--- src/rtl/round_controller.sv ---
// Game-round sequencer between the seconds timer and the display stage.
// Drives the timer, judges color submissions against the target and accumulates a saturating score.
module round_controller #(
   parameter int unsigned ROUND_SECS  = 9,
   parameter int unsigned MAX_ROUNDS  = 5,
   parameter int unsigned TOL         = 1,
   parameter int unsigned HOLD_CYCLES = 100
) (
   input  logic       clk,
   input  logic       resetn,
   input  logic       start,
   input  logic       submit,
   input  logic [8:0] player_color,
   input  logic [8:0] target_color,
   input  logic [3:0] sec_ones,
   input  logic [3:0] sec_tens,
   output logic       timer_resetn,
   output logic       timer_enable,
   output logic       new_target,
   output logic [3:0] round_num,
   output logic [7:0] score,
   output logic       result_valid,
   output logic       match,
   output logic       timeout,
   output logic       game_over
);

   localparam int unsigned SEC_W   = 7;
   localparam int unsigned SCORE_W = 8;
   localparam int unsigned HOLD_W  = $clog2(HOLD_CYCLES + 1);

   localparam logic [SEC_W-1:0]  SECS_LIM   = SEC_W'(ROUND_SECS);
   localparam logic [3:0]        LAST_ROUND = 4'(MAX_ROUNDS);
   localparam logic [3:0]        TOL_L      = 4'(TOL);
   localparam logic [HOLD_W-1:0] HOLD_LAST  = HOLD_W'(HOLD_CYCLES - 1);

   typedef enum logic [2:0] {
      S_IDLE,
      S_LOAD,
      S_PLAY,
      S_JUDGE,
      S_SHOW,
      S_DONE
   } state_t;

   state_t             state, state_d;
   logic [3:0]         round_d;
   logic [SCORE_W-1:0] score_d;
   logic [SEC_W-1:0]   elapsed_q, elapsed_d;
   logic [HOLD_W-1:0]  hold_cnt, hold_cnt_d;
   logic               match_d, timeout_d;
   logic [SEC_W-1:0]   elapsed_c;
   logic [SCORE_W:0]   sum_c;
   logic               color_ok_c;

   function automatic logic [3:0] bcd_clamp(input logic [3:0] d);
      return (d > 4'd9) ? 4'd9 : d;
   endfunction

   function automatic logic chan_ok(input logic [2:0] a, input logic [2:0] b);
      logic [3:0] diff;
      diff = (a >= b) ? (4'(a) - 4'(b)) : (4'(b) - 4'(a));
      return diff <= TOL_L;
   endfunction

   // Elapsed seconds from the timer digits, non-BCD digits read as 9
   always_comb begin
      elapsed_c = SEC_W'(bcd_clamp(sec_tens)) * SEC_W'(10) + SEC_W'(bcd_clamp(sec_ones));
      sum_c     = (SCORE_W+1)'(score) + (SCORE_W+1)'(1) + (SCORE_W+1)'(SECS_LIM - elapsed_q);
      color_ok_c = chan_ok(player_color[8:6], target_color[8:6]) &&
                   chan_ok(player_color[5:3], target_color[5:3]) &&
                   chan_ok(player_color[2:0], target_color[2:0]);
   end

   // Next-state and next-datapath decode
   always_comb begin
      state_d    = state;
      round_d    = round_num;
      score_d    = score;
      elapsed_d  = elapsed_q;
      hold_cnt_d = hold_cnt;
      match_d    = match;
      timeout_d  = timeout;
      unique case (state)
         S_IDLE, S_DONE: begin
            if (start) begin
               state_d = S_LOAD;
               round_d = 4'd1;
               score_d = '0;
            end
         end
         S_LOAD: state_d = S_PLAY;
         S_PLAY: begin
            if (submit) begin
               // Late submit on the limit cycle is clamped so the bonus never underflows
               elapsed_d = (elapsed_c > SECS_LIM) ? SECS_LIM : elapsed_c;
               state_d   = S_JUDGE;
            end else if (elapsed_c >= SECS_LIM) begin
               timeout_d = 1'b1;
               elapsed_d = SECS_LIM;
               state_d   = S_JUDGE;
            end
         end
         S_JUDGE: begin
            match_d = !timeout && color_ok_c;
            if (!timeout && color_ok_c) begin
               score_d = (sum_c > (SCORE_W+1)'(255)) ? SCORE_W'(255) : sum_c[SCORE_W-1:0];
            end
            hold_cnt_d = '0;
            state_d    = S_SHOW;
         end
         S_SHOW: begin
            if (hold_cnt == HOLD_LAST) begin
               if (round_num == LAST_ROUND) begin
                  state_d = S_DONE;
               end else begin
                  round_d = round_num + 4'd1;
                  state_d = S_LOAD;
               end
            end else begin
               hold_cnt_d = hold_cnt + HOLD_W'(1);
            end
         end
         default: state_d = S_IDLE;
      endcase
      if (state_d == S_LOAD) begin
         match_d   = 1'b0;
         timeout_d = 1'b0;
      end
   end

   // State, datapath and registered Moore outputs
   always_ff @(posedge clk) begin
      if (!resetn) begin
         state        <= S_IDLE;
         round_num    <= '0;
         score        <= '0;
         elapsed_q    <= '0;
         hold_cnt     <= '0;
         match        <= 1'b0;
         timeout      <= 1'b0;
         timer_resetn <= 1'b0;
         timer_enable <= 1'b0;
         new_target   <= 1'b0;
         result_valid <= 1'b0;
         game_over    <= 1'b0;
      end else begin
         state        <= state_d;
         round_num    <= round_d;
         score        <= score_d;
         elapsed_q    <= elapsed_d;
         hold_cnt     <= hold_cnt_d;
         match        <= match_d;
         timeout      <= timeout_d;
         timer_resetn <= (state_d == S_PLAY) || (state_d == S_JUDGE) || (state_d == S_SHOW);
         timer_enable <= (state_d == S_PLAY);
         new_target   <= (state_d == S_LOAD);
         result_valid <= (state == S_JUDGE);
         game_over    <= (state_d == S_DONE);
      end
   end

endmodule

--- config.mk ---
export PLATFORM = sky130hd
export DESIGN_NAME = round_controller
export DESIGN_NICKNAME = d
export VERILOG_FILES = /design/src/rtl/round_controller.sv
export SDC_FILE = /design/constraint.sdc
export NUM_CORES = 1
export LEC_CHECK = 0
export BUFFER_PORTS_ARGS = -buffer_cell sky130_fd_sc_hd__buf_4
export CORE_MARGIN = 2
export CORE_UTILIZATION = 42
export CTS_CLUSTER_SIZE = 30
export DETAILED_ROUTE_END_ITERATION = 12
export PLACE_DENSITY_LB_ADDON = 0.3
export SETUP_SLACK_MARGIN = 0.05
export SKIP_CTS_REPAIR_TIMING = 1
export SYNTH_ARGS = -nofsm -noshare
export SYNTH_HDL_FRONTEND = slang
export SYNTH_SLANG_ARGS = --single-unit
--- constraint.sdc ---
create_clock -name clk -period 2.87 [get_ports clk]
set_input_delay 0 -clock clk [delete_from_list [all_inputs] [get_ports clk]]
set_output_delay 0 -clock clk [all_outputs]
set_load 0.05 [all_outputs]
## Word level (Yosys, flattened, before mapping)

Cells that the tools add are included.

| storage, ports and cells | value |
|---|---|
| output and inout bits | 19 |
| word-level logic and storage cells | 97 |
| bits in read-only memories | 0 |
| RAM bits | 0 |
| latch bits | 0 |
| bits in registers | 36 |
| memories kept | 0 |
| bits of input ports | 30 |

| cells by class | value |
|---|---|
| div/mod/pow operators | 0 |
| shifts and indexed selects | 0 |
| multipliers | 1 |
| add/subtract/negate cells | 12 |
| magnitude comparators | 11 |
| bitwise operators | 2 |
| reduce and logical (&&, ||, !) cells | 18 |
| mux-type cells | 24 |
| eq/ne operators | 17 |

Operators by type and width:

| cell | count |
|---|---|
| 4-bit two-way mux | 8 |
| 7-bit two-way mux | 4 |
| 8-bit two-way mux | 3 |
| 3-bit by 3-bit subtractor with 4-bit output | 6 |
| 8-bit case mux with 2 select lines | 1 |
| 3-bit two-way mux | 5 |
| 3-bit case mux with 5 select lines | 1 |
| 7-bit case mux with 2 select lines | 1 |
| 3-bit by 2-bit == test with 1-bit output (second input constant) | 4 |
| 3-bit == test (second input constant) | 4 |
| 4-bit by 1-bit less-or-equal comparator with 1-bit output (second input constant) | 3 |
| 2-bit inequality test (second input constant) | 5 |
| 8-bit by 1-bit adder with 9-bit output (second input constant) | 1 |
| 9-bit adder | 1 |
| 3-bit >= comparator | 3 |
| 9-bit by 8-bit > comparator with 1-bit output (second input constant) | 1 |
| 4-bit > comparator (second input constant) | 2 |
| 4-bit case mux with 2 select lines | 1 |
| 2-bit nonzero test | 4 |
| 4-bit by 7-bit subtractor with 8-bit output (first input constant) | 1 |
| 7-bit by 1-bit adder with 7-bit output (second input constant) | 1 |
| 7-bit by 4-bit adder with 7-bit output | 1 |
| 7-bit == test (second input constant) | 1 |
| 7-bit by 4-bit >= comparator with 1-bit output (second input constant) | 1 |
| 14 further kinds | 22 |

## Longest topological paths before layout

| depth | value |
|---|---|
| depth in word-level cells | 11 |
| gate-level depth with buffers | 12 |
| gate-level depth less buffers | 12 |

## Least setup slack after synthesis

OpenSTA, ideal clock, no wires.

| timing path | value |
|---|---|
| path kind | register to register |
| start point | reg score[0] |
| end point | reg score[5] |
| stages on the path, launching flop included | 10 |
| library setup time | 0.080 ns |
| data required time | 2.790 ns |
| slack | 0.265 ns |
| clock period less this slack | 2.605 ns |
| arrival | 2.526 ns |
| path buffers | 0 |
| path through | dfxtp_1 > inv_1 > ha_1 > fa_1 > nor2b_1 > o21ai_0 > and4_1 > nor3_2 > and4b_1 > a211oi_2 |

| on the way | value |
|---|---|
| cells in the longest elaborated chain, start to end | 6 |

Ends and longest elaborated chain:

| element | RTL line | text |
|---|---|---|
| start: declaration | 21 | `output logic [7:0] score,` |
| start signal: assignment | 150 | `score <= score_d;` |
| 8-bit by 1-bit adder with 9-bit output (*) | 69 | `sum_c = (SCORE_W+1)'(score) + (SCORE_W+1)'(1) + (SCORE_W+1)'(SECS_LIM - elapsed_q);` |
| 9-bit adder (*) | 69 |  |
| 9-bit by 8-bit > comparator with 1-bit output | 107 | `score_d = (sum_c > (SCORE_W+1)'(255)) ? SCORE_W'(255) : sum_c[SCORE_W-1:0];` |
| 8-bit two-way mux (*) | 107 |  |
| 8-bit two-way mux (*) | 106 | `if (!timeout && color_ok_c) begin` |
| 8-bit case mux with 2 select lines (*) | 84 | `unique case (state)` |

Every way passes the cells marked *; elsewhere a longest branch is shown, timed or not. The select of a mux whose other input is x is not followed.
A chain may end at the register's enable or synchronous reset.

## Final worst setup path

| timing path | value |
|---|---|
| start point | reg elapsed_q[1] |
| end point | reg score[5] |

| on the way | value |
|---|---|
| cells in the longest elaborated chain, start to end | 6 |

Ends and longest elaborated chain:

| element | RTL line | text |
|---|---|---|
| start: declaration | 49 | `logic [SEC_W-1:0] elapsed_q, elapsed_d;` |
| start signal: assignment | 151 | `elapsed_q <= elapsed_d;` |
| 4-bit by 7-bit subtractor with 8-bit output (*) | 69 |  |
| 9-bit adder (*) | 69 |  |
| 9-bit by 8-bit > comparator with 1-bit output | 107 |  |
| 8-bit two-way mux (*) | 107 |  |
| 8-bit two-way mux (*) | 106 |  |
| 8-bit case mux with 2 select lines (*) | 84 |  |

Marked as above.

==> flow_summary.ini <==
[cells_and_area]
area_growth_pct = 19.0
stdcell_count = 519
drive_gt1_frac = 0.195
nFillCells = 704
diodes = 0
design_area_mm2 = 0.00376
fin_util = 0.518
final_nets = 495

[worst_setup_path]
cpMostUsedCell = inv_1
cp_max_fo = 7
crit_chain = inv_1 -> ha_1 -> nor2b_1 -> buf_4 -> nor2_2 -> inv_1 -> ha_2 -> and2_1 -> o22ai_1 -> o31ai_2 -> nor3_4 -> and4b_1 -> a211oi_2
cp-start-kind = flop
end_kind = flop
reg2reg_from = elapsed_q[1]$_SDFFE_PN0P_
rr_endpoint = score[5]$_SDFFE_PN0P_
rrSetupSlack_ps = 210
crit_type = reg2reg
cp.arrival_ps = 2870
critical-path-max-stage-delay_ps = 330
startpoint = elapsed_q[1]$_SDFFE_PN0P_
rr_worst_depth = 13
slowest_stage = dfxtp_1
critPathRequiredTime_ps = 3080

[synth]
yosys.area.top_type = dfxtp_1
synth.most_common_cell = inv_1
ys_ff_latch = 36
synthTopCellsByCount = inv_1, dfxtp_1, ha_1, nor2_1, nand2_1
synth_cell_types = 70
syn_inst = 369
ys_seq_area_frac = 0.228
synth-main-ff-cell = dfxtp_1
synthArstFlopShare = 0
synth-edff-count = 0
synth.top_cell.area_share = 0.228
avgSynthCellArea_um2 = 8.55
ys.warnings.count = 0
syn_area_mm2 = 0.00316
synthTopCellsByArea = dfxtp_1, ha_1, fa_1, inv_1, xor2_1
synth_nets = 445

[grt]
antenna_found_initial = 0
grt.overflow.total = 0
grt_pass1_vias = 2624
grt_pass1_wl_mm = 11.7
grt_max_degree = 16
track_usage = 0.168

[cts]
clk_pin_slew_ps = 70
max-clock-path-buffers = 2
htreeDepth = 2
cts_buffers = 5
cts_root_buf = clkbuf_8
cts_tree = done
cts_num_sinks = 36
clock_latency_ps = 280

[timing]
setup_ws_ps = 209
layout_worst_path_cycle_share = 0.927
rsz0062_at_grt = no
fmax_ghz = 0.376
hold_viol_final = 0
slew_viol_final = 0
tightest_slew_ps = 631
setup_viol = 0
relSlewSlack = 0.569
fin_hold_ws_ps = 39.1
tns_ps = 0
fin_skew_ps = 5.86
final.min_clock_period_ps = 2660

[hold_path]
min_path_cells = 2
hold_end = round_num[0]$_SDFFE_PN0P_
worst_hold_path_type = in2reg
hold_start = resetn

[run_status]
status = complete, no violations

[floorplanning]
core_mm2 = 0.00725
die_h_um = 90.7
ios = 49
rows = 31
die-area_mm2 = 0.00823
start_util = 0.435
dieWidth_um = 90.7

[placed_design]
post-place-ws_ps = 214
place_inst = 511
numPortBuffers = 48
dpl.hpwl_mm = 5.46
gp_routability_congestion = 0.835
place_area_mm2 = 0.00362

[power_and_ir_drop]
total_power_mw = 1.43
p_leak_nw = 1.69
peakVddDrop_mv = 0.180
power_density_mw_per_mm2 = 381

[detailed_routing]
drcViolationCount = 0
drt_iter0_markers = 75
vias_per_cell = 5.21
drt_wl_total_mm = 6.72
wl_per_cell_um = 13.0
ant_nets = 0
drtPass1Iterations = 4
vias = 2706

[flow_run]
drv_cap = 0
-- final cells by class --
cell class / count / area, um2 / area share
Sequential cell: 36 / 721 / 0.192
Timing Repair Buffer: 50 / 375 / 0.0999
Multi-Input combinational cell: 280 / 2260 / 0.601
Clock buffer: 6 / 72.6 / 0.0193
Inverter: 46 / 173 / 0.0460
Clock inverter: 2 / 35.0 / 0.00932
Tap cell: 99 / 124 / 0.0330
-- critical path, delay by kind of cell (launching register included) --
family          cells  cell delay [ps]
fa+ha+maj           2              510
simple gates        5              890
buf+inv             3              360
flops               1              330
compound gates      3              500
-- layer usage --
layer  vias to the layer above  part of all wire  GRT usage
met5                         -                 0          0
li1                       1390                 -          -
met1                      1265              0.47      0.223
met4                         0             0.010     0.0436
met3                         6             0.032     0.0250
met2                        45              0.49      0.286
-- worst max-delay path by stage --
stage / cells after the start / endpoint / slack (ps)
finish: 13 / score[5]$_SDFFE_PN0P_ / 210
global route: 13 / score[2]$_SDFFE_PN0P_ / 10
CTS: 13 / score[2]$_SDFFE_PN0P_ / 190
detailed placement: 10 / score[6]$_SDFFE_PN0P_ / 210
global placement: 10 / score[0]$_SDFFE_PN0P_ / 230
floorplan: 9 / score[5]$_SDFFE_PN0P_ / 260
-- where the power goes --
group          switching, mW  internal (mW)
Sequential            0.0296          0.526
Combinational          0.262          0.180
Clock                  0.177          0.258
Total                  0.469          0.964
-- flip-flops by register name, summed over array words and instances, names as in the netlist, 3 cells and up --
| name | cells |
|---|---|
| elapsed_q | 7 |
| hold_cnt | 7 |
| round_num | 4 |
| score | 8 |
| state | 3 |
-- cells in the final DEF (no fill, tap or decap), types with 2 or more instances in the layout --
cell	count
o211a_1	3
a211oi_2	5
o21ai_0	14
o31ai_2	2
o22ai_1	2
and3_1	4
a21oi_1	13
nand2_1	21
a21boi_0	2
o32ai_1	2
xnor2_1	9
mux2i_1	4
fa_1	11
o211ai_1	2
buf_4	50
o21a_1	9
nand4_1	5
and2_1	3
or3_1	5
clkbuf_8	5
ha_1	34
xor2_1	12
a31oi_1	4
a2111oi_0	2
nor2b_1	12
a22oi_1	7
o21ai_1	4
nand3b_1	5
nand2b_1	6
a21o_1	2
nor3_1	7
dfxtp_1	36
nor4_1	2
nand3_1	6
inv_1	46
nor2_1	27
-- logic make-up (layout without fill, tap and decap cells) --
kind of cell	after synthesis	after routing	synth area share
adder cells (fa/ha/maj)	46	46	0.208
buffers and inverters	53	104	0.0658
multiplexers	4	4	0.0127
other	1	1	0.00119
XOR/XNOR	21	21	0.0583
flip-flops	36	36	0.228
AO/OA/AOI/OAI	91	91	0.222
AND/OR/NAND/NOR	117	117	0.203
No activity file was read; power rests on OpenSTA's default activity.
